$ cat config.mk
export PLATFORM = sky130hd
export DESIGN_NAME = rank_slide_gen
export DESIGN_NICKNAME = d
export VERILOG_FILES = /design/src/rtl/chess_pkg.sv /design/src/rtl/move_fifo.sv /design/src/rtl/rank_slide_gen.sv
export SDC_FILE = /design/constraint.sdc
export NUM_CORES = 1
export LEC_CHECK = 0
export ABC_CLOCK_PERIOD_IN_PS = 10000
export BUFFER_PORTS_ARGS = -buffer_cell sky130_fd_sc_hd__buf_4
export CAP_MARGIN = 20
export CELL_PAD_IN_SITES_DETAIL_PLACEMENT = 1
export CELL_PAD_IN_SITES_GLOBAL_PLACEMENT = 1
export CORE_MARGIN = 4
export CORE_UTILIZATION = 50
export DETAILED_ROUTE_END_ITERATION = 8
export PLACE_DENSITY = 0.84
export SYNTH_ARGS = -nofsm -noshare
export SYNTH_HDL_FRONTEND = slang
export SYNTH_SLANG_ARGS = --single-unit
$ cat constraint.sdc
create_clock -name clk -period 10 [get_ports clk]
set_clock_uncertainty 0.05 [all_clocks]
set_input_delay 0.5 -clock clk [delete_from_list [all_inputs] [get_ports clk]]
set_output_delay 0.5 -clock clk [all_outputs]
set_load 0.1 [all_outputs]
$ cat src/rtl/chess_pkg.sv
// chess_pkg: shared definitions for the move-generation blocks.
//   - piece type codes and the colour bit position inside a board code
//   - move-word field offsets and a helper that packs a move word
//   - the 6-bit square-index type and the scan FSM state encoding
package chess_pkg;

  typedef logic [5:0] sq_idx_t;
  typedef logic [2:0] ptype_t;

  localparam ptype_t PT_EMPTY  = 3'd0;
  localparam ptype_t PT_PAWN   = 3'd1;
  localparam ptype_t PT_KNIGHT = 3'd2;
  localparam ptype_t PT_BISHOP = 3'd3;
  localparam ptype_t PT_ROOK   = 3'd4;
  localparam ptype_t PT_QUEEN  = 3'd5;
  localparam ptype_t PT_KING   = 3'd6;

  // Colour bit inside a stored piece code ([2:0] type, [3] colour).
  localparam int COLOR_BIT = 3;

  localparam int MV_FROM_LSB  = 26;
  localparam int MV_TO_LSB    = 20;
  localparam int MV_MOVER_LSB = 17;
  localparam int MV_CAPT_LSB  = 14;
  localparam int MV_CAP_BIT   = 13;

  typedef enum logic [2:0] {
    ST_IDLE   = 3'd0,
    ST_SRC    = 3'd1,
    ST_WALK_W = 3'd2,
    ST_WALK_E = 3'd3,
    ST_DONE   = 3'd4
  } scan_state_e;

  // Packs a move word; bits [12:0] are always zero.
  function automatic logic [31:0] pack_move(input sq_idx_t from_sq, input sq_idx_t to_sq,
                                            input ptype_t mover, input ptype_t capt,
                                            input logic cap);
    logic [31:0] w;
    w = 32'd0;
    w[MV_FROM_LSB +: 6]  = from_sq;
    w[MV_TO_LSB +: 6]    = to_sq;
    w[MV_MOVER_LSB +: 3] = mover;
    w[MV_CAPT_LSB +: 3]  = capt;
    w[MV_CAP_BIT]        = cap;
    return w;
  endfunction

endpackage

$ cat src/rtl/move_fifo.sv
// move_fifo: synchronous first-word fall-through FIFO.
//   clk, rst_n          : clock, asynchronous active-low reset
//   wr_en_i, wr_data_i  : write request; accepted when not full, or when a
//                         read fires in the same cycle
//   rd_en_i             : pop the head entry (ignored while empty)
//   rd_data_o           : head entry, zero while empty
//   full_o, empty_o     : occupancy flags
module move_fifo #(
  parameter int DEPTH = 16,
  parameter int WIDTH = 32
) (
  input  logic             clk,
  input  logic             rst_n,
  input  logic             wr_en_i,
  input  logic [WIDTH-1:0] wr_data_i,
  input  logic             rd_en_i,
  output logic [WIDTH-1:0] rd_data_o,
  output logic             full_o,
  output logic             empty_o
);

  localparam int AW = $clog2(DEPTH);

  logic [WIDTH-1:0] mem_q [DEPTH];
  logic [AW-1:0]    wr_ptr_q;
  logic [AW-1:0]    rd_ptr_q;
  logic [AW:0]      count_q;
  logic             wr_fire_s;
  logic             rd_fire_s;

  assign full_o    = (count_q == (AW+1)'(DEPTH));
  assign empty_o   = (count_q == (AW+1)'(0));
  assign rd_fire_s = rd_en_i && !empty_o;
  // A simultaneous pop makes room for a write into a full FIFO.
  assign wr_fire_s = wr_en_i && (!full_o || rd_fire_s);
  assign rd_data_o = empty_o ? {WIDTH{1'b0}} : mem_q[rd_ptr_q];

  // Storage array, pointers and occupancy count.
  always_ff @(posedge clk or negedge rst_n) begin
    if (!rst_n) begin
      for (int i = 0; i < DEPTH; i++) begin
        mem_q[i] <= {WIDTH{1'b0}};
      end
      wr_ptr_q <= {AW{1'b0}};
      rd_ptr_q <= {AW{1'b0}};
      count_q  <= {(AW+1){1'b0}};
    end else begin
      if (wr_fire_s) begin
        mem_q[wr_ptr_q] <= wr_data_i;
        wr_ptr_q        <= wr_ptr_q + AW'(1);
      end
      if (rd_fire_s) begin
        rd_ptr_q <= rd_ptr_q + AW'(1);
      end
      case ({wr_fire_s, rd_fire_s})
        2'b10:   count_q <= count_q + (AW+1)'(1);
        2'b01:   count_q <= count_q - (AW+1)'(1);
        default: count_q <= count_q;
      endcase
    end
  end

endmodule

$ cat src/rtl/rank_slide_gen.sv
// rank_slide_gen: single-rank horizontal move generator.
// Walks west then east rays of engine-colour rooks, queens (sliding) and
// kings (one step), pushing one move word per cycle into move_fifo.
//   clk, clear_n              : clock, asynchronous active-low reset
//   engine_color              : side to move, latched on accepted start
//   load, load_idx, load_piece: board write, IDLE only
//   start                     : begin a scan, IDLE only
//   busy, done                : scan in progress / one-cycle DONE pulse
//   move_valid/ready/data     : FIFO output handshake and move word
//   move_count                : moves pushed since start, saturating at 63
module rank_slide_gen
  import chess_pkg::*;
#(
  parameter int N_SQUARES  = 8,
  parameter int RANK_BASE  = 0,
  parameter int FIFO_DEPTH = 16
) (
  input  logic        clk,
  input  logic        clear_n,
  input  logic        engine_color,
  input  logic        load,
  input  logic [2:0]  load_idx,
  input  logic [5:0]  load_piece,
  input  logic        start,
  output logic        busy,
  output logic        done,
  output logic        move_valid,
  input  logic        move_ready,
  output logic [31:0] move_data,
  output logic [5:0]  move_count
);

  localparam logic [2:0] LAST_P = 3'(N_SQUARES - 1);
  localparam logic [3:0] N_SQ4  = 4'(N_SQUARES);

  scan_state_e state_q, state_d;
  logic [3:0]  board_q [8];
  logic [2:0]  p_q, p_d;
  // t is one bit wider than p so that p-1 from 0 wraps to a value >= N.
  logic [3:0]  t_q, t_d;
  logic        color_q, color_d;
  logic [5:0]  count_q, count_d;
  logic        busy_q, busy_d, done_q, done_d;

  logic [3:0]  src_piece_s, tgt_piece_s;
  ptype_t      src_type_s, tgt_type_s;
  logic        src_is_mover_s, tgt_in_range_s;
  logic        push_req_s, push_s, can_push_s, walk_term_s, walk_step_s;
  logic        fifo_full_s, fifo_empty_s, pop_s;
  logic [31:0] move_word_s;
  logic        unused_s;

  function automatic sq_idx_t pos_to_sq(input logic [2:0] pos);
    return sq_idx_t'(RANK_BASE + N_SQUARES - 1 - int'(pos));
  endfunction

  assign unused_s       = ^load_piece[5:4];
  assign src_piece_s    = board_q[p_q];
  assign src_type_s     = src_piece_s[2:0];
  assign tgt_in_range_s = (t_q < N_SQ4);
  assign tgt_piece_s    = tgt_in_range_s ? board_q[t_q[2:0]] : 4'd0;
  assign tgt_type_s     = tgt_piece_s[2:0];
  assign src_is_mover_s = (src_piece_s[COLOR_BIT] == color_q) &&
                          ((src_type_s == PT_ROOK) || (src_type_s == PT_QUEEN) ||
                           (src_type_s == PT_KING));
  assign pop_s          = !fifo_empty_s && move_ready;
  assign can_push_s     = !fifo_full_s || pop_s;
  assign push_s         = push_req_s && can_push_s;
  assign move_word_s    = pack_move(pos_to_sq(p_q), pos_to_sq(t_q[2:0]), src_type_s,
                                    tgt_type_s, (tgt_type_s != PT_EMPTY));

  // Ray-step decision: whether this target needs a push, ends the ray or advances.
  // A stalled push leaves both term and step low so the walker holds.
  always_comb begin
    push_req_s  = 1'b0;
    walk_term_s = 1'b0;
    walk_step_s = 1'b0;
    if ((state_q == ST_WALK_W) || (state_q == ST_WALK_E)) begin
      if (!tgt_in_range_s) begin
        walk_term_s = 1'b1;
      end else if (tgt_type_s == PT_EMPTY) begin
        push_req_s = 1'b1;
        if (can_push_s) begin
          walk_term_s = (src_type_s == PT_KING);
          walk_step_s = (src_type_s != PT_KING);
        end else begin
          walk_term_s = 1'b0;
        end
      end else if (tgt_piece_s[COLOR_BIT] == color_q) begin
        walk_term_s = 1'b1;
      end else begin
        push_req_s  = 1'b1;
        walk_term_s = can_push_s;
      end
    end else begin
      push_req_s = 1'b0;
    end
  end

  // Next-state and scan datapath (p, t, colour, move count).
  always_comb begin
    state_d = state_q;
    p_d     = p_q;
    t_d     = t_q;
    color_d = color_q;
    count_d = (push_s && (count_q != 6'd63)) ? (count_q + 6'd1) : count_q;
    case (state_q)
      ST_IDLE: begin
        if (start) begin
          state_d = ST_SRC;
          p_d     = 3'd0;
          t_d     = 4'd0;
          color_d = engine_color;
          count_d = 6'd0;
        end else begin
          state_d = ST_IDLE;
        end
      end
      ST_SRC: begin
        if (src_is_mover_s) begin
          t_d     = {1'b0, p_q} - 4'd1;
          state_d = ST_WALK_W;
        end else if (p_q == LAST_P) begin
          state_d = ST_DONE;
        end else begin
          p_d = p_q + 3'd1;
        end
      end
      ST_WALK_W: begin
        if (walk_term_s) begin
          state_d = ST_WALK_E;
          t_d     = {1'b0, p_q} + 4'd1;
        end else if (walk_step_s) begin
          t_d = t_q - 4'd1;
        end else begin
          t_d = t_q;
        end
      end
      ST_WALK_E: begin
        if (walk_term_s) begin
          if (p_q == LAST_P) begin
            state_d = ST_DONE;
          end else begin
            state_d = ST_SRC;
            p_d     = p_q + 3'd1;
          end
        end else if (walk_step_s) begin
          t_d = t_q + 4'd1;
        end else begin
          t_d = t_q;
        end
      end
      ST_DONE: state_d = ST_IDLE;
      default: state_d = ST_IDLE;
    endcase
  end

  // Output decode from the next state so busy/done come straight from flops.
  always_comb begin
    busy_d = (state_d != ST_IDLE);
    done_d = (state_d == ST_DONE);
  end

  // FSM state, scan datapath and registered status outputs.
  always_ff @(posedge clk or negedge clear_n) begin
    if (!clear_n) begin
      state_q <= ST_IDLE;
      p_q     <= 3'd0;
      t_q     <= 4'd0;
      color_q <= 1'b0;
      count_q <= 6'd0;
      busy_q  <= 1'b0;
      done_q  <= 1'b0;
    end else begin
      state_q <= state_d;
      p_q     <= p_d;
      t_q     <= t_d;
      color_q <= color_d;
      count_q <= count_d;
      busy_q  <= busy_d;
      done_q  <= done_d;
    end
  end

  // Board register array; writable only while idle.
  always_ff @(posedge clk or negedge clear_n) begin
    if (!clear_n) begin
      for (int i = 0; i < 8; i++) begin
        board_q[i] <= 4'd0;
      end
    end else if ((state_q == ST_IDLE) && load && ({1'b0, load_idx} < N_SQ4)) begin
      board_q[load_idx] <= load_piece[3:0];
    end
  end

  move_fifo #(.DEPTH(FIFO_DEPTH), .WIDTH(32)) u_fifo (
    .clk       (clk),
    .rst_n     (clear_n),
    .wr_en_i   (push_s),
    .wr_data_i (move_word_s),
    .rd_en_i   (move_ready),
    .rd_data_o (move_data),
    .full_o    (fifo_full_s),
    .empty_o   (fifo_empty_s)
  );

  assign move_valid = !fifo_empty_s;
  assign busy       = busy_q;
  assign done       = done_q;
  assign move_count = count_q;

endmodule

; After elaboration in Yosys (flattened, before gate mapping)
; Index checks and enable logic that the tools add are counted.
[word_totals]
in_bits = 15
reg_bits = 576
[classes]
order_cmp = 8
eq_ne = 22
n_mux = 53
n_bitwise = 5
addsub = 12
reduce_logical = 25
[op_table]
columns = operator, n
row1 = $bwmux W512, 1
row2 = $bmux W32 S4, 1
row3 = $demux W32 S4, 1
row4 = $mux W32, 4
row5 = $mux W4, 12
row6 = $bwmux W32, 1
row7 = $mux W3, 9
row8 = $bmux W4 S3, 2
row9 = $mux W6, 3
row10 = $pmux W4 S4, 1
row11 = $eq A3 B3 Y1 const B, 5
row12 = $mux W1, 14
row13 = $add A4 B1 Y4 const B, 3
row14 = $demux W4 S3, 1
row15 = $ge A4 B4 Y1 const B, 3
row16 = $ne A2 B2 Y1 const B, 6
row17 = $not A3 Y4, 3
row18 = $pmux W3 S4, 1
row19 = $ge A5 B5 Y1 const B, 2
row20 = $not A4 Y5, 2
row21 = $pmux W5 S2, 1
row22 = $pmux W3 S3, 1
row23 = $reduce_bool A3 Y1, 3
row24 = $logic_and A1 B1 Y1, 8
row25 = 28 further kinds, 37

; Longest topological paths before layout
; Gate-level depths: netlist of run 1.
[depth]
depth_word = 15
ltp_mapped = 19
ltp_nobuf = 15

; Hierarchy
; A second synthesis of run 1 with hierarchy kept.
[unflattened]
cells_unflattened = 1780
area_unflattened_um2 = 28544.9
[by_module_without_submodules]
columns = mod, n_inst, area_per_inst_um2, seq_area_each_um2, cells_per_inst
row1 = move_fifo, 1, 25378.1, 13137.6, 1514
row2 = rank_slide_gen, 1, 3166.8, 1276.2, 266

; Worst setup path before layout of run 1
; No wires, ideal clock.
[synth_path]
path_type = register to register
from = register t_q[0]
to = register u_fifo.count_q[4]
synth_period_minus_slack_ns = 3.949
path_buffers = 4
stages_incl_launch_ff = 20
arrival_ns = 3.774
slack_ns = 6.051
t_required_ns = 9.825
path_cell_list = dfrtp_1 -> buf_2 -> mux4_2 -> a22oi_2 -> o21ai_1 -> o21ai_0 -> nor4b_1 -> buf_2 -> buf_4 -> buf_2 -> inv_1 -> ha_1 -> inv_1 -> fa_1 -> inv_1 -> a21o_1 -> a21oi_1 -> xnor2_1 -> nor2_1 -> xor2_1
[synth_between]
elab_chain_cells = 14
word_cells_on_any_way = 18
[synth_rtl]
columns = item, line_no
row1 = from (decl), rank_slide_gen.sv:40  ; logic [3:0] t_q, t_d;
row2 = from (signal assigned), rank_slide_gen.sv:177  ; t_q <= t_d;
row3 = $not A3 Y4 (implied by the code), rank_slide_gen.sv:61  ; assign tgt_piece_s = tgt_in_range_s ? board_q[t_q[2:0]] : 4'd0;
row4 = $bmux W4 S3, rank_slide_gen.sv:61
row5 = $mux W4 (implied by the code) (2 in a row), rank_slide_gen.sv:61
row6 = $mux W4, rank_slide_gen.sv:61
row7 = $eq A1 B1 Y1, rank_slide_gen.sv:89  ; end else if (tgt_piece_s[COLOR_BIT] == color_q) begin
row8 = $mux W1, rank_slide_gen.sv:89
row9 = $mux W1, rank_slide_gen.sv:81  ; end else if (tgt_type_s == PT_EMPTY) begin
row10 = $mux W1 (*), rank_slide_gen.sv:79  ; if (!tgt_in_range_s) begin
row11 = $mux W1 (*), rank_slide_gen.sv:78  ; if ((state_q == ST_WALK_W) || (state_q == ST_WALK_E)) begin
row12 = $logic_and A1 B1 Y1 (*), rank_slide_gen.sv:68  ; assign push_s = push_req_s && can_push_s;
row13 = $logic_and A1 B1 Y1 (*), move_fifo.sv:35  ; assign wr_fire_s = wr_en_i && (!full_o || rd_fire_s);
row14 = $eq A2 B1 Y1 or $eq A2 B2 Y1 (tied branches), move_fifo.sv:55  ; case ({wr_fire_s, rd_fire_s})
row15 = $pmux W5 S2 or $reduce_bool A2 Y1 (tied branches), --
row16 = to (signal assigned), move_fifo.sv:56  ; 2'b10: count_q <= count_q + (AW+1)'(1);
row17 = to (signal assigned), move_fifo.sv:57  ; 2'b01: count_q <= count_q - (AW+1)'(1);
row18 = to (signal assigned), move_fifo.sv:58  ; default: count_q <= count_q;
row19 = to (decl), move_fifo.sv:27  ; logic [AW:0] count_q;
; Mark *: on every way between the ends. The rest lies on a longest branch, timed or not. The select of a mux whose other input is x is not followed.
; A chain may end at the register's enable or synchronous reset.

; Worst setup path after layout of run 1
; Same ends and word-level chain as after synthesis.

==> flow_summary.yaml, run 1 <==
layout:
  final_util: 0.565
  fin_nets: 1178
  multi_input_area_mm2: 0.00566
  insertedDiodeCount: 0
  layout-drive-gt1-share: 0.201
  regArea_mm2: 0.00681
  synthToLayoutAreaGrowth_pct: 10.6
  num-fill-cells: 2645
floorplanning:
  rows: 58
  ios: 56
  core-area_mm2: 0.0254
  start_util: 0.511
  die_w_um: 169
  die_y_um: 169
  die_area_mm2: 0.0286
drt:
  drc_errors: 0
  dr.pass1.iters: 5
  vias: 9025
  ant_nets: 0
  post_drt_wl_per_cell_um: 22.7
  dr.first_iter.drc_count: 586
  routed_wl_mm: 34.0
  vias_per_cell: 6.03
worst_setup_path:
  end_kind: "flop"
  ff2ff_path_depth: 17
  startpoint_type: "flop"
  cp_data_arrival_time_ns: 5.08
  cpMostUsedCell: "inv_1"
  crit_required_ns: 10.37
  critPathKind: "flop to flop"
  path_max_fanout: 28
  cp_slowest_stage_delay_ns: 0.64
  cp_cell_sequence: "buf_4 -> mux4_2 -> a22oi_2 -> o21ai_1 -> o21ai_0 -> nor4b_2 -> buf_4 -> inv_1 -> ha_1 -> inv_1 -> fa_1 -> inv_1 -> a21o_1 -> a21oi_1 -> xnor2_1 -> nor2_1 -> xor2_1"
  slowest_stage: "a22oi_2"
synthesis:
  yosys_register_bits: 272
  synth_area_mm2: 0.0130
  seq_area_frac_synth: 0.524
  async_flop_share: 1.00
  synth_ff_type: "dfrtp_1"
  synth-xor-area-share: 0.0142
  ys_types: 55
  synth_top_family_by_area: "multiplexers"
  syn-mean-instance-area_um2: 11.3
  synthCells: 1150
  synth-compound-area-share: 0.105
  synthMuxAreaShare: 0.183
  yosys.area_share.simple: 0.112
  synth_edf_count: 0
  synth_fa_ha_area_frac: 0.0160
  ys_warn_count: 0
grt:
  grt_pass1_wl_mm: 55.6
  grt_pass1_vias: 10119
  grt_use_total: 0.244
  grt_max_degree: 136
  overflow: 0
  antenna_found_initial: 0
clock_tree:
  clock_sinks: 272
  cts_inserted_buffers: 29
  ctsHoldBuffers: 0
  cts-resized-gates: 0
  cts_tree: "built"
  h-tree-depth: 1
  postCtsSetupBuffers: 0
  clkLatencyLatePin_ns: 0.55
  cts-root-buf: "clkbuf_16"
  clock_path_buffers: 3
  clk_pin_slew_ns: 0.06
placed_design:
  io_buffers: 34
  hpwl_mm: 20.4
  place.gp.congestion: 0.805
outcome:
  violations: "hold timing"
  status: "finished, violations left"
timing:
  timing.setup.tns_ns: 0
  fin_crit_ns: 4.71
  setup_viol: 0
  hold_viol_final: 8
  min_period_over_period: 0.471
  rsz0062_at_grt: "false"
  tightestPinTransition_ns: 1.07
  slew_violations: 0
  fmax_ghz: 0.212
  relSlewSlack: 0.290
  holdWs_ns: -0.0510
hold_path:
  holdCritPathClass: "input pin to asynchronous set/reset pin"
run:
  cap_violations: 0
power_and_ir_drop:
  peakVddDrop_mv: 0.233
  p_leak_nw: 6.43
  cellPowerDensity_mw_per_mm2: 342
==> cell families (layout without fill, tap and decap cells) <==
| group | after synthesis | in the layout |
|---|---|---|
| AO/OA/AOI/OAI | 250 | 250 |
| flip-flops | 272 | 272 |
| XOR/XNOR | 21 | 21 |
| adder cells (fa/ha/maj) | 16 | 16 |
| AND/OR/NAND/NOR | 329 | 329 |
| other | 1 | 19 |
| buffers and inverters | 132 | 131 |
| multiplexers | 129 | 129 |
==> flip-flops by register name, summed over array words and instances, names as in the netlist <==
name             count
color_q              1
u_fifo.mem_q       208
board_q             32
u_fifo.rd_ptr_q      4
done                 1
p_q                  3
state_q              3
busy                 1
t_q                  4
u_fifo.count_q       5
move_count           6
u_fifo.wr_ptr_q      4
==> path summary, 6_finish.rpt <==
kind                       slack (ns)              start           endpoint
setup / recovery                 5.29             t_q[0]  u_fifo.count_q[4]
hold / removal                  -0.05            clear_n  u_fifo.mem_q[301]
setup reg to reg                 5.29             t_q[0]  u_fifo.count_q[4]
hold reg to reg                  0.43  u_fifo.mem_q[314]  u_fifo.mem_q[314]
max in group asynchronous        7.56            clear_n        board_q[12]
min in group clk                 0.14       engine_color            color_q
==> cells in the final DEF (no fill, tap or decap), types with 15 or more instances in the layout <==
cell type / Yosys / routed
nor2b_1: 17 / 17
nor2_1: 21 / 21
o21ai_1: 88 / 88
mux4_2: 74 / 74
nand2_1: 230 / 230
clkbuf_16: 0 / 29
buf_4: 21 / 57
inv_1: 21 / 21
conb_1: 1 / 19
dfrtp_1: 272 / 270
ha_1: 15 / 15
o21ai_0: 130 / 130
mux2_2: 33 / 33
==> layer usage <==
metal	global-route usage	vias to the layer above	wire length, um
met5	0	-	0
met4	0.0812	0	1140
met3	0.0282	91	1210
met2	0.444	204	18100
met1	0.304	4721	13600
li1	-	4009	-
==> power by group <==
group | internal (mW) | switching (mW)
clock | 0.622 | 0.442
combinational | 0.811 | 1.25
sequential | 1.46 | 0.320
==> worst max-delay path: cells and delay by family (launching register included) <==
family,cells,cell delay [ns]
DFF,1,0.40
AOI/OAI and AO/OA,5,1.51
buffers and inverters,5,0.99
muxes,1,0.58
and+or+nand+nor,2,0.30
xor gates and xnor gates,2,0.28
adders and majority gates,2,0.46
==> per-stage QoR <==
stage | area, um2 | total power, mW | worst slack (ns) | cells | hold WS [ns]
final | 14400 | 4.90 | 5.29 | 1497 | -0.0510
after global placement | 13400 | 3.71 | 5.40 | 1446 | 0.406
after detailed placement | 13400 | 3.83 | 5.28 | 1446 | 0.418
after CTS | 14400 | 4.93 | 5.25 | 1497 | 0.0570
after floorplan | 13100 | 3.28 | 6.05 | 1168 | 0.154
after global routing | 14400 | 5.19 | 4.90 | 1497 | 0.0765
==> synth_stat cells (12+ instances only) <==
library cell | number | area share
buf_4 | 21 | 0.012
clkbuf_1 | 73 | 0.021
dfrtp_1 | 272 | 0.52
ha_1 | 15 | 0.014
inv_1 | 21 | 0.0061
mux2_2 | 33 | 0.029
mux2i_1 | 12 | 0.0093
mux4_2 | 74 | 0.13
nand2_1 | 230 | 0.066
nor2_1 | 21 | 0.0061
nor2b_1 | 17 | 0.0082
o21ai_0 | 130 | 0.050
o21ai_1 | 88 | 0.034
xnor2_1 | 12 | 0.0081
==> final cells by class <==
type                    count  area share
multi-input cells         764       0.394
inverters                  22     0.00575
clock buffers              41      0.0600
flip-flops and latches    272       0.475
well taps                 330      0.0288
clock inverters            10     0.00575
repair buffers             58      0.0309
Power figures use the tool's default switching activity.
==> run 2, diff against run 1 <==
- ABC_AREA: default -> 1
- ABC_CLOCK_PERIOD_IN_PS: 10000 -> 3850
- CORE_UTILIZATION: 50 -> 43
- PLACE_DENSITY: 0.84 -> 0.81
- clock period: 10 -> 3.85 ns (I/O delays scaled with it)
==> run 2 against run 1 <==
  * The run now ends clean
  * Die area increased by 22%
  * Worst hold slack improved by 0.13 ns
  * Sequential share of layout area decreased by 2.6 points
  * Power increased to 3.1 times the previous value
  * Critical path type is now flop to output pin
  * Largest power group unchanged
==> flow_summary.yaml, run 2 <==
grt:
  grt_pass1_vias: 12505
  antenna_found_initial: 0
  grt_pass1_wl_mm: 67.0
  grt_use_total: 0.231
  overflow: 0
  grt_max_degree: 100
power_and_ir_drop:
  p_sw_frac: 0.497
  p_sw_mw: 7.66
  seqPwrFrac: 0.301
  clkPwrFrac: 0.185
  combinationalPowerShare: 0.514
  peakVddDrop_mv: 0.511
  internal_power_mw: 7.77
  cellPowerDensity_mw_per_mm2: 1020
  p_leak_nw: 7.15
  power_mw: 15.4
placed_design:
  io_buffers: 34
  hpwl_mm: 26.1
  post-place-cells: 2042
  place_area_mm2: 0.0141
  place.gp.congestion: 0.818
  dpl_worst_slack_ns: 0.590
synthesis:
  synth_edf_count: 0
  yosys.cell_count.top_type: "nand2_1"
  ys_warn_count: 0
  ys_types: 43
  synth_area_mm2: 0.0137
  seq_area_frac_synth: 0.497
  yosys.area.top_type: "dfrtp_1"
  synth_commonest_cells: "nand2_1 (422), dfrtp_1 (272), o21ai_0 (190)"
  syn-mean-instance-area_um2: 8.13
  async_flop_share: 1.00
  yosys_register_bits: 272
  synthCells: 1684
  yosysTopAreaCellShare: 0.497
  synth_ff_type: "dfrtp_1"
  synthTopCellsByArea: "dfrtp_1 (50%), nand2_1 (12%), o21ai_0 (6.9%)"
worst_setup_path:
  slowest_stage: "dfrtp_2"
  startpoint_type: "flop"
  cpMostUsedCell: "buf_4"
  crit_required_ns: 3.61
  cp_slowest_stage_delay_ns: 0.60
  critPathKind: "flop to output pin"
  end_kind: "output pin"
  cp_data_arrival_time_ns: 3.25
  path_max_fanout: 29
  cp_cell_sequence: "inv_2 -> buf_4 -> o21ai_0 -> o211ai_1 -> nand3_1 -> a21oi_1 -> buf_4"
clock_tree:
  cts_tree: "built"
  clk_pin_slew_ns: 0.06
  clock_sinks: 272
  h-tree-depth: 1
  postCtsSetupBuffers: 0
  cts_inserted_buffers: 31
  clock_path_buffers: 3
  clkLatencyLatePin_ns: 0.57
  cts-root-buf: "clkbuf_16"
layout:
  fin_cells: 2108
  synthToLayoutAreaGrowth_pct: 10.8
  final_common_cell: "nand2_1"
  regArea_mm2: 0.00681
  insertedDiodeCount: 0
  regMostFlops: "u_fifo.mem_q"
  stdcell_area_mm2: 0.0152
  largest_reg_flops: 208
  final_cell_mix: "nand2_1 (422), dfrtp_1 (271), o21ai_0 (190)"
  multi_input_area_mm2: 0.00576
  num-fill-cells: 3797
  final_util: 0.482
  layout-drive-gt1-share: 0.106
  fin_nets: 1714
drt:
  ant_nets: 0
  drc_errors: 0
  vias: 11632
  dr.first_iter.drc_count: 726
  vias_per_cell: 5.52
  dr.pass1.iters: 5
  routed_wl_mm: 40.2
  post_drt_wl_per_cell_um: 19.1
run:
  cap_violations: 0
floorplanning:
  die_w_um: 186
  ios: 56
  die_area_mm2: 0.0348
  core-area_mm2: 0.0315
  die_y_um: 186
  rows: 65
  start_util: 0.435
timing:
  rsz0062_at_grt: "false"
  timing.setup.tns_ns: 0
  slew_violations: 0
  hold_viol_final: 0
  setup_viol: 0
  holdWs_ns: 0.0769
  relSlewSlack: 0.264
  fin_crit_ns: 3.50
  fin_ws_ns: 0.353
  min_period_over_period: 0.908
  tightestPinTransition_ns: 1.10
  fmax_ghz: 0.286
outcome:
  status: "complete, no violations"
hold_path:
  holdCritPathClass: "input pin to flop"
-- run 2: changes by cell type in the layout (fill, tap and decap cells not counted), moves of 56 or more --
cell and change:
nor2_1 +97, mux4_2 -74, inv_1 +87, o21ai_0 +60, nand2_1 +192, nand3_1 +56
o21ai_1 +63
-- run 2: critical path: cells and delay by family (launching register included) --
family / cells / cell delay, ns
buffers and inverters: 3 / 1.24
DFF: 1 / 0.60
and+or+nand+nor: 1 / 0.22
AOI/OAI and AO/OA: 3 / 0.62
-- run 2: timing repair --
item / CTS / global route
resized for setup: 0 / 0
hold buffers: 10 / 0
hold endpoints to repair: 132 / 0
-- run 2: area by class of cell --
cell class,instances,share of cell area
sequential,272,0.449
multi-input combinational,1173,0.379
clock buffer,43,0.0581
timing repair buffer,73,0.0407
inverter,132,0.0336
tap,402,0.0332
clock inverter,13,0.00635
-- run 2: routing by layer --
metal	vias to the layer above	track usage	share of wire
met5	-	0	0
met4	0	0.0592	0.026
met3	70	0.0277	0.033
met2	203	0.402	0.49
met1	5861	0.310	0.45
li1	5498	-	-
-- run 2: logic make-up after synthesis --
family	count (synthesis)	synth area share
and+or+nand+nor	652	0.204
AOI/OAI and AO/OA	471	0.186
DFF	272	0.497
buffers and inverters	257	0.0877
adders and majority gates	16	0.0152
xor gates and xnor gates	15	0.00959
other	1	0.000274
-- run 2: power by group through the flow --
stage | sequential (mW) | clock (mW) | combinational (mW)
6_report | 4.65 | 2.86 | 7.93
5_1_grt | 4.79 | 3.04 | 8.73
4_1_cts | 4.64 | 2.90 | 7.96
3_5_place_dp | 4.68 | 0 | 7.89
3_3_place_gp | 4.62 | 0 | 7.62
2_1_floorplan | 4.53 | 0 | 5.77
-- run 2: final timing paths --
kind / slack [ns] / cells after the start / to / from
worst max-delay path: 0.35 / 7 / move_data[17] / u_fifo.rd_ptr_q[0]
max in group asynchronous: 2.50 / 3 / color_q / clear_n
worst min register to register: 0.42 / 2 / u_fifo.mem_q[402] / u_fifo.mem_q[402]
worst max register to register: 0.59 / 17 / u_fifo.count_q[4] / t_q[0]
min in group asynchronous: 0.23 / 2 / u_fifo.mem_q[205] / clear_n
worst min-delay path: 0.08 / 4 / board_q[14] / load_idx[0]
==> run 3, diff against run 2 <==
- ABC_CLOCK_PERIOD_IN_PS: 3850 -> 3800
- CORE_MARGIN: 4 -> 2
- CORE_UTILIZATION: 43 -> 47
- PLACE_DENSITY: 0.81 -> 0.84
- clock period: 3.85 -> 3.8 ns (I/O delays scaled with it)
==> run 3 against run 2 <==
  * Global-route usage is 5.0 points higher
  * Routed wire length is 4.1% higher
  * Sequential power is 2% higher
  * Register-to-register slack better by 0.06 ns
  * Final cell count is 0.76% lower
  * Core utilization is 5.3 points higher
==> flow_summary.yaml, run 3 (synthesis gave the netlist of run 2 again) <==
layout:
  insertedDiodeCount: 0
  layout-drive-gt1-share: 0.110
  num-fill-cells: 3438
  final_common_cell: "nand2_1"
  multi_input_area_mm2: 0.00576
  fin_nets: 1715
  synthToLayoutAreaGrowth_pct: 12.1
  regMostFlops: "u_fifo.mem_q"
  final_util: 0.535
  final_cell_mix: "nand2_1 (422), dfrtp_1 (271), o21ai_0 (190)"
  regArea_mm2: 0.00681
  largest_reg_flops: 208
clock_tree:
  cts_tree: "built"
  cts-root-buf: "clkbuf_16"
  h-tree-depth: 1
  clk_pin_slew_ns: 0.06
  clock_sinks: 272
  clkLatencyLatePin_ns: 0.56
  cts_inserted_buffers: 30
  clock_path_buffers: 3
timing:
  holdWs_ns: 0.0277
  hold_viol_final: 0
  rsz0062_at_grt: "false"
  setup_viol: 0
  fmax_ghz: 0.309
  fin_crit_ns: 3.24
  relSlewSlack: 0.246
  slew_violations: 0
  tightestPinTransition_ns: 1.13
  timing.setup.tns_ns: 0
  min_period_over_period: 0.852
power_and_ir_drop:
  power_mw: 16.3
  peakVddDrop_mv: 1.15
  cellPowerDensity_mw_per_mm2: 1060
  p_leak_nw: 7.25
drt:
  dr.first_iter.drc_count: 810
  dr.pass1.iters: 5
  vias_per_cell: 5.73
  ant_nets: 0
  vias: 11992
  post_drt_wl_per_cell_um: 20.0
  routed_wl_mm: 41.8
  drc_errors: 0
floorplanning:
  die_y_um: 175
  ios: 56
  core-area_mm2: 0.0287
  die_area_mm2: 0.0305
  die_w_um: 175
  start_util: 0.477
  rows: 62
grt:
  grt_pass1_vias: 12946
  grt_pass1_wl_mm: 68.6
  grt_use_total: 0.281
  overflow: 0
  grt_max_degree: 111
  antenna_found_initial: 0
placed_design:
  io_buffers: 34
  hpwl_mm: 26.1
  place.gp.congestion: 0.838
hold_path:
  holdCritPathClass: "input pin to flop"
run:
  cap_violations: 0
outcome:
  status: "complete, no violations"
worst_setup_path:
  crit_required_ns: 3.56
  critPathKind: "flop to output pin"
  startpoint_type: "flop"
  end_kind: "output pin"
  path_max_fanout: 75
  cp_data_arrival_time_ns: 3.00
[run 3: cell types whose count changed in the layout (fill, tap and decap cells not counted), sizes merged]
cell / before / now
bufinv: 1 / 8
clkbuf: 43 / 39
buf: 63 / 66
clkinv: 10 / 8
dlygate4sd3: 10 / 9
inv: 133 / 132
[run 3: path summary, 6_finish.rpt]
check | slack (ns) | cells after the start | end | startpoint
worst min register to register | 0.42 | 2 | u_fifo.mem_q[210] | u_fifo.mem_q[210]
worst min-delay path | 0.03 | 4 | board_q[8] | load_idx[1]
max in group asynchronous | 2.43 | 3 | u_fifo.rd_ptr_q[0] | clear_n
min in group asynchronous | 0.25 | 2 | u_fifo.mem_q[143] | clear_n
worst max register to register | 0.65 | 17 | u_fifo.count_q[4] | t_q[0]
worst max-delay path | 0.56 | 7 | move_data[22] | u_fifo.rd_ptr_q[0]
[run 3: per-layer routing]
metal | up-vias | wire length, um | global-route usage
met5 | - | 0 | 0
met4 | 0 | 1420 | 0.102
met1 | 6095 | 17900 | 0.360
li1 | 5505 | - | -
met2 | 290 | 20700 | 0.492
met3 | 102 | 1820 | 0.0346
[run 3: cell type report]
cell class / count / area share
flip-flops and latches: 272 / 0.443
repair buffers: 75 / 0.0411
clock buffers: 39 / 0.0570
inverters: 132 / 0.0333
clock inverters: 17 / 0.0190
well taps: 384 / 0.0313
multi-input cells: 1173 / 0.375
[run 3: power breakdown]
part / total [mW] / leakage (nW) / switching (mW) / internal (mW)
combinational: 8.18 / 3.20 / 5.97 / 2.20
sequential: 4.73 / 3.47 / 0.714 / 4.02
clock: 3.38 / 0.578 / 1.22 / 2.16
total: 16.3 / 7.25 / 7.91 / 8.38
[run 3: stage by stage]
stage	setup WS, ns	std cells	instance area [um2]
after CTS	0.572	2092	15400
after detailed placement	0.720	2027	14100
after global routing	0.380	2092	15400
after floorplan	0.505	1702	13800
final	0.564	2092	15400
after global placement	0.827	2027	14100
[run 3: worst max-delay path, cell delays in order, from the launching register on]
cell	delay [ns]
dfrtp_2	0.42
inv_2	0.37
buf_12	0.36
o21ai_0	0.12
o221ai_1	0.23
nand3_1	0.17
a21oi_1	0.38
buf_4	0.36
[run 3: timing repair]
action,in CTS,in global routing
endpoints found under the hold margin,142,0
setup buffers,0,0
resized for setup,0,0
hold buffers,9,0
